[src/rtl/video_crop_core.sv]
// -----------------------------------------------------------------------------
// video_crop_core
//
// Self-contained AXI4-Stream colour-bar video source with an output crop.
// An internal generator walks a SRC_W x SRC_H beat raster (two pixels per
// beat). Only the hsize x vsize window anchored at (0,0) is emitted, back to
// back, with no gaps where cropped beats would have been.
//
// Ports
//   aclk_50MHz  in   1   clock, rising edge
//   aresetn_0   in   1   asynchronous active-low reset
//   ap_start    in   1   run enable, sampled at frame boundaries
//   hsize       in   32  crop width in beats (0 or > SRC_W means SRC_W)
//   vsize       in   32  crop height in lines (0 or > SRC_H means SRC_H)
//   tdata       out  64  {4'b0, pixel1, pixel0}, pixel = {R, B, G}
//   tvalid      out  1   beat valid
//   tready      in   1   downstream ready
//   tuser       out  1   start of frame (first beat of a frame only)
//   tlast       out  1   end of line
// -----------------------------------------------------------------------------
module video_crop_core #(
    parameter int SRC_W = 480,
    parameter int SRC_H = 640,
    parameter int CW    = 10
) (
    input  logic        aclk_50MHz,
    input  logic        aresetn_0,
    input  logic        ap_start,
    input  logic [31:0] hsize,
    input  logic [31:0] vsize,
    output logic [63:0] tdata,
    output logic        tvalid,
    input  logic        tready,
    output logic        tuser,
    output logic        tlast
);

    localparam int XW = $clog2(SRC_W + 1);
    localparam int YW = $clog2(SRC_H + 1);
    // The bar accumulator never exceeds SRC_W + 7 before it is folded back.
    localparam int AW = $clog2(SRC_W + 8);

    typedef enum logic [1:0] {
        ST_IDLE  = 2'd0,
        ST_START = 2'd1,
        ST_RUN   = 2'd2
    } state_t;

    state_t          state_q;
    logic [XW-1:0]   win_w_q;
    logic [YW-1:0]   win_h_q;
    logic [XW-1:0]   x_q;
    logic [YW-1:0]   y_q;
    logic [AW-1:0]   acc_q;
    logic [2:0]      bar_q;
    logic            tvalid_q;
    logic            tuser_q;
    logic            tlast_q;
    logic [63:0]     tdata_q;

    logic [XW-1:0]   win_w_d;
    logic [YW-1:0]   win_h_d;
    logic            load_s;
    logic            line_end_s;
    logic            frame_end_s;
    logic [AW-1:0]   acc_step_s;
    logic            acc_wrap_s;
    logic [3*CW-1:0] pix_s;
    logic [63:0]     tdata_d;

    // Colour of one bar as a {R, B, G} pixel with full-scale or zero components.
    function automatic logic [3*CW-1:0] bar_pixel(input logic [2:0] bar);
        logic [2:0] rgb;
        case (bar)
            3'd0:    rgb = 3'b111; // white
            3'd1:    rgb = 3'b110; // yellow
            3'd2:    rgb = 3'b011; // cyan
            3'd3:    rgb = 3'b010; // green
            3'd4:    rgb = 3'b101; // magenta
            3'd5:    rgb = 3'b100; // red
            3'd6:    rgb = 3'b001; // blue
            3'd7:    rgb = 3'b000; // black
            default: rgb = 3'b000;
        endcase
        return {{CW{rgb[2]}}, {CW{rgb[0]}}, {CW{rgb[1]}}};
    endfunction

    // Window to latch at the next frame start, with out-of-range sizes clamped.
    always_comb begin
        if ((hsize == 32'd0) || (hsize > 32'(SRC_W))) begin
            win_w_d = XW'(SRC_W);
        end else begin
            win_w_d = hsize[XW-1:0];
        end
        if ((vsize == 32'd0) || (vsize > 32'(SRC_H))) begin
            win_h_d = YW'(SRC_H);
        end else begin
            win_h_d = vsize[YW-1:0];
        end
    end

    // Raster position decode, bar accumulator step and next beat payload.
    always_comb begin
        // A new beat is generated whenever the output register is empty or
        // is being drained this cycle, which keeps the stream gap-free.
        load_s      = (state_q == ST_RUN) && (!tvalid_q || tready);
        line_end_s  = (x_q == (win_w_q - XW'(1)));
        frame_end_s = line_end_s && (y_q == (win_h_q - YW'(1)));
        acc_step_s  = acc_q + AW'(8);
        acc_wrap_s  = (acc_step_s >= AW'(SRC_W));
        pix_s       = bar_pixel(bar_q);
        tdata_d     = 64'd0;
        tdata_d[6*CW-1:0] = {pix_s, pix_s};
    end

    // Control FSM, raster counters and registered AXI4-Stream outputs.
    always_ff @(posedge aclk_50MHz or negedge aresetn_0) begin
        if (!aresetn_0) begin
            state_q  <= ST_IDLE;
            win_w_q  <= XW'(SRC_W);
            win_h_q  <= YW'(SRC_H);
            x_q      <= '0;
            y_q      <= '0;
            acc_q    <= '0;
            bar_q    <= 3'd0;
            tvalid_q <= 1'b0;
            tuser_q  <= 1'b0;
            tlast_q  <= 1'b0;
            tdata_q  <= 64'd0;
        end else begin
            // Drain: an accepted beat empties the output register unless a
            // fresh beat is loaded below in the same cycle.
            if (tvalid_q && tready) begin
                tvalid_q <= 1'b0;
                tuser_q  <= 1'b0;
                tlast_q  <= 1'b0;
            end

            case (state_q)
                ST_IDLE: begin
                    if (ap_start) begin
                        state_q <= ST_START;
                        win_w_q <= win_w_d;
                        win_h_q <= win_h_d;
                        x_q     <= '0;
                        y_q     <= '0;
                        acc_q   <= '0;
                        bar_q   <= 3'd0;
                    end
                end

                // One settling cycle so the first beat lands two clocks
                // after ap_start is sampled.
                ST_START: begin
                    state_q <= ST_RUN;
                end

                ST_RUN: begin
                    if (load_s) begin
                        tvalid_q <= 1'b1;
                        tdata_q  <= tdata_d;
                        tuser_q  <= (x_q == '0) && (y_q == '0);
                        tlast_q  <= line_end_s;
                        if (line_end_s) begin
                            x_q   <= '0;
                            acc_q <= '0;
                            bar_q <= 3'd0;
                            if (frame_end_s) begin
                                y_q <= '0;
                                // Frame boundary: either relatch the window
                                // and keep streaming, or stop.
                                if (ap_start) begin
                                    win_w_q <= win_w_d;
                                    win_h_q <= win_h_d;
                                end else begin
                                    state_q <= ST_IDLE;
                                end
                            end else begin
                                y_q <= y_q + YW'(1);
                            end
                        end else begin
                            x_q <= x_q + XW'(1);
                            // bar = floor(x*8/SRC_W) tracked incrementally.
                            if (acc_wrap_s) begin
                                acc_q <= acc_step_s - AW'(SRC_W);
                                bar_q <= bar_q + 3'd1;
                            end else begin
                                acc_q <= acc_step_s;
                            end
                        end
                    end
                end

                default: begin
                    state_q <= ST_IDLE;
                end
            endcase
        end
    end

    assign tdata  = tdata_q;
    assign tvalid = tvalid_q;
    assign tuser  = tuser_q;
    assign tlast  = tlast_q;

endmodule

[config.mk]
export PLATFORM = sky130hd
export DESIGN_NAME = video_crop_core
export DESIGN_NICKNAME = d
export VERILOG_FILES = /design/src/rtl/video_crop_core.sv
export SDC_FILE = /design/constraint.sdc
export NUM_CORES = 1
export LEC_CHECK = 0
export CORE_MARGIN = 5
export CORE_UTILIZATION = 45
export CTS_CLUSTER_DIAMETER = 100
export DETAILED_ROUTE_END_ITERATION = 12
export MAX_ROUTING_LAYER = met4
export PLACE_DENSITY = 0.78
export SYNTH_ARGS = -nofsm -noshare
export SYNTH_HDL_FRONTEND = slang
export SYNTH_SLANG_ARGS = --single-unit
[constraint.sdc]
create_clock -name aclk_50MHz -period 5.1 [get_ports aclk_50MHz]
set_input_delay 1.02 -clock aclk_50MHz [delete_from_list [all_inputs] [get_ports aclk_50MHz]]
set_output_delay 1.02 -clock aclk_50MHz [all_outputs]
set_load 0.01 [all_outputs]
==> impl_metrics.py <==
metrics = {
    "clock_network": {
        "root_buffer": "clkbuf_8",
        "clock-sinks": 55,
        "cts_max_level": 2,
        "cts_setup_buffers": 0,
        "cts_tree": "done",
        "clock_path_buffers": 2,
        "cts-resized-gates": 0,
        "cts_buffers": 5,
        "clk_pin_slew_worst_paths_ns": 0.10,
        "clk_latency_ns": 0.31,
        "cts_hold_buf": 0,
    },
    "pwr": {
        "ir_drop_v": 0.000133,
        "total_power_mw": 1.12,
        "static-leakage-power_nw": 2.22,
        "power_density_nw_per_um2": 215,
    },
    "finish": {
        "syn_to_final_growth_pct": 24.0,
        "final_cells": 670,
        "layout-drive-gt1-share_pct": 5.72,
        "diodes": 0,
        "fillers": 812,
        "fin_nets": 635,
    },
    "critical_path": {
        "critPathKind": "flip-flop to flip-flop",
        "worst_setup_path_start_kind": "flip-flop",
        "cp.required_ns": 5.30,
        "critPathMaxFanout": 14,
        "reg2regPathDepth": 10,
        "reg2reg_from": "win_w_q[0]",
        "cp-startpoint": "win_w_q[0]",
        "critPathArrivalTime_ns": 3.63,
        "cp-end-kind": "flip-flop",
    },
    "global_route": {
        "grt_pass1_vias": 3670,
        "grt_max_degree": 56,
        "grt_use_total_pct": 18.3,
        "grt_overflow": 0,
        "grt_pass1_wl_mm": 17.0,
        "grt_antenna_before_repair": 0,
    },
    "place": {
        "place_inst": 662,
        "place_congestion": 0.834,
        "dp_hpwl_mm": 8.03,
        "place.port_buffers": 130,
    },
    "worst_hold_path": {
        "hp-start": "bar_q[2]",
        "hold_depth": 1,
        "min_path_type": "flip-flop to flip-flop",
    },
    "logic_synthesis": {
        "synthArstFlopShare_pct": 100,
        "synth_edf_count": 0,
        "syn_avg_cell_area_um2": 8.38,
        "synth_ff_type": "dfrtp_1",
        "yosysSeqAreaShare_pct": 33.0,
        "synth_seq_cells": 55,
        "ys_warn_count": 0,
        "ys_types": 65,
        "syn_inst": 500,
        "syn_area_um2": 4190,
    },
    "sta": {
        "fin_crit_sh_pct": 67.2,
        "slew_headroom_pct": 43.5,
        "slew_violations": 0,
        "hold_violations": 0,
        "fin_worst_hold_slack_ns": 0.491,
        "clock.fmax_mhz": 292,
        "tns_ns": 0,
        "max_slew.worst_pin.slew_ns": 0.846,
        "period_needed_ns": 3.43,
        "setup_violations": 0,
        "fin_skew_ns": 0.00400,
        "grt_setup_unrepaired": "false",
    },
    "route": {
        "dr_total_vias": 3779,
        "first_pass_iters": 4,
        "wl_per_cell_um": 15.2,
        "drc_errors": 0,
        "drt_iter0_drc": 259,
        "via_per_inst": 5.64,
        "ant_nets": 0,
        "routed_wl_mm": 10.2,
    },
    "die": {
        "core_region_area_um2": 9150,
        "initial_core_util_pct": 45.8,
        "die-width_um": 106,
        "rows": 35,
        "dieArea_um2": 11300,
        "ios": 135,
        "die_h_um": 106,
    },
    "outcome": {
        "status": "completed",
    },
    "run": {
        "drv_cap": 0,
    },
}
-- layout by cell type, fill, tap and decap left out, types with 3 or more instances in the layout --
cell type | synthesis | final
a21o_1 | 3 | 3
a21oi_1 | 9 | 9
a22o_1 | 8 | 8
a2bb2oi_1 | 5 | 5
a311o_1 | 3 | 3
a31oi_1 | 4 | 4
and3_1 | 9 | 9
clkbuf_8 | 0 | 7
clkdlybuf4s50_1 | 0 | 129
conb_1 | 1 | 4
dfrtp_1 | 49 | 49
dfstp_2 | 6 | 6
ha_1 | 9 | 9
inv_1 | 22 | 22
nand2_1 | 60 | 60
nand2b_1 | 5 | 5
nand3_1 | 31 | 31
nand3b_1 | 4 | 4
nand4_1 | 6 | 6
nor2_1 | 22 | 22
nor2b_1 | 9 | 9
nor3_1 | 15 | 15
nor4_1 | 17 | 17
o211ai_1 | 8 | 8
o21ai_0 | 26 | 26
o221ai_1 | 4 | 4
o31ai_1 | 9 | 9
xnor2_1 | 12 | 12
xor2_1 | 16 | 16
-- per-stage QoR --
step	cell area, um2	utilization [%]	worst slack (ns)
after global routing	5200	56.8	1.42
final	5200	56.8	1.67
after CTS	5200	56.8	1.67
after floorplan	4200	-	2.27
after global placement	5090	55.6	1.84
after detailed placement	5090	55.6	1.69
-- cell type report --
| cell class | count | area (um2) | share of cell area, % |
|---|---|---|---|
| Inverter | 22 | 82.6 | 1.59 |
| Clock inverter | 1 | 7.51 | 0.144 |
| Tap cell | 111 | 139 | 2.67 |
| Timing Repair Buffer | 132 | 1310 | 25.2 |
| Sequential cell | 55 | 1380 | 26.6 |
| Clock buffer | 7 | 96.3 | 1.85 |
| Multi-Input combinational cell | 342 | 2180 | 41.9 |
-- cells by family after synthesis --
family,share of synthesized area (%)
compound gates,18.1
buf+inv,15.3
simple gates,24.5
flops,33.0
fa+ha+maj,2.69
mux,0.478
xor+xnor,5.85
other cells,0.0895
-- metal layers --
layer / global-route usage [%] / routed length (um) / up-vias
li1: - / - / 1841
met1: 23.4 / 4530 / 1764
met2: 29.9 / 4700 / 166
met3: 4.19 / 898 / 8
met4: 4.20 / 93 / 0
met5: - / 0 / -
-- critical path, stage by stage (launching register included) --
cell and delay (ns):
dfrtp_1 0.47, inv_1 0.09, ha_1 0.32, nor2b_1 0.26
a31oi_1 0.11, or4_4 0.51, a221oi_4 0.26, nand2_4 0.13
nor2_2 0.47, a31oi_2 0.37, a22o_1 0.33
-- synthesized netlist by cell type (3+ instances only) --
| master | instances | share of area [%] |
|---|---|---|
| nor4_1 | 17 | 2.5 |
| dfrtp_1 | 49 | 29 |
| nand3_1 | 31 | 3.7 |
| a311o_1 | 3 | 0.72 |
| nand4_1 | 6 | 0.90 |
| ha_1 | 9 | 2.7 |
| clkbuf_1 | 14 | 1.3 |
| buf_4 | 61 | 11 |
| o21ai_0 | 26 | 3.1 |
| a2bb2oi_1 | 5 | 1.0 |
| xnor2_1 | 12 | 2.5 |
| nand3b_1 | 4 | 0.72 |
| o211ai_1 | 8 | 1.4 |
| nand2b_1 | 5 | 0.75 |
| xor2_1 | 16 | 3.3 |
| buf_2 | 5 | 0.60 |
| o221ai_1 | 4 | 0.84 |
| a21o_1 | 3 | 0.54 |
| nor2_1 | 22 | 2.0 |
| buf_1 | 3 | 0.27 |
| and3_1 | 9 | 1.3 |
| a31oi_1 | 4 | 0.60 |
| nand2_1 | 60 | 5.4 |
| nor2b_1 | 9 | 1.3 |
| a22o_1 | 8 | 1.7 |
| inv_1 | 22 | 2.0 |
| dfstp_2 | 6 | 3.8 |
| o31ai_1 | 9 | 1.6 |
| a21oi_1 | 9 | 1.1 |
| nor3_1 | 15 | 1.8 |
-- flip-flops by register name (all words and copies together), names as in the netlist --
name and count:
x_q 9, tuser 1, win_h_q 10, acc_q 6, win_w_q 9, bar_q 3, y_q 10, state_q 2
tlast 1, tvalid 1, tdata 3
-- path summary, 6_finish.rpt --
path | slack (ns) | endpoint
worst min register to register | 0.49 | bar_q[2]
worst max-delay path | 1.67 | win_h_q[2]
max in group asynchronous | 3.81 | y_q[8]
worst max register to register | 1.67 | win_h_q[2]
worst min-delay path | 0.49 | bar_q[2]
min in group asynchronous | 0.81 | win_w_q[4]
-- report_power, final --
part | internal (mW) | switching [mW]
logic | 0.173 | 0.139
registers | 0.472 | 0.0648
clock network | 0.124 | 0.141
total | 0.770 | 0.345
No activity file was read; power rests on OpenSTA's default activity.
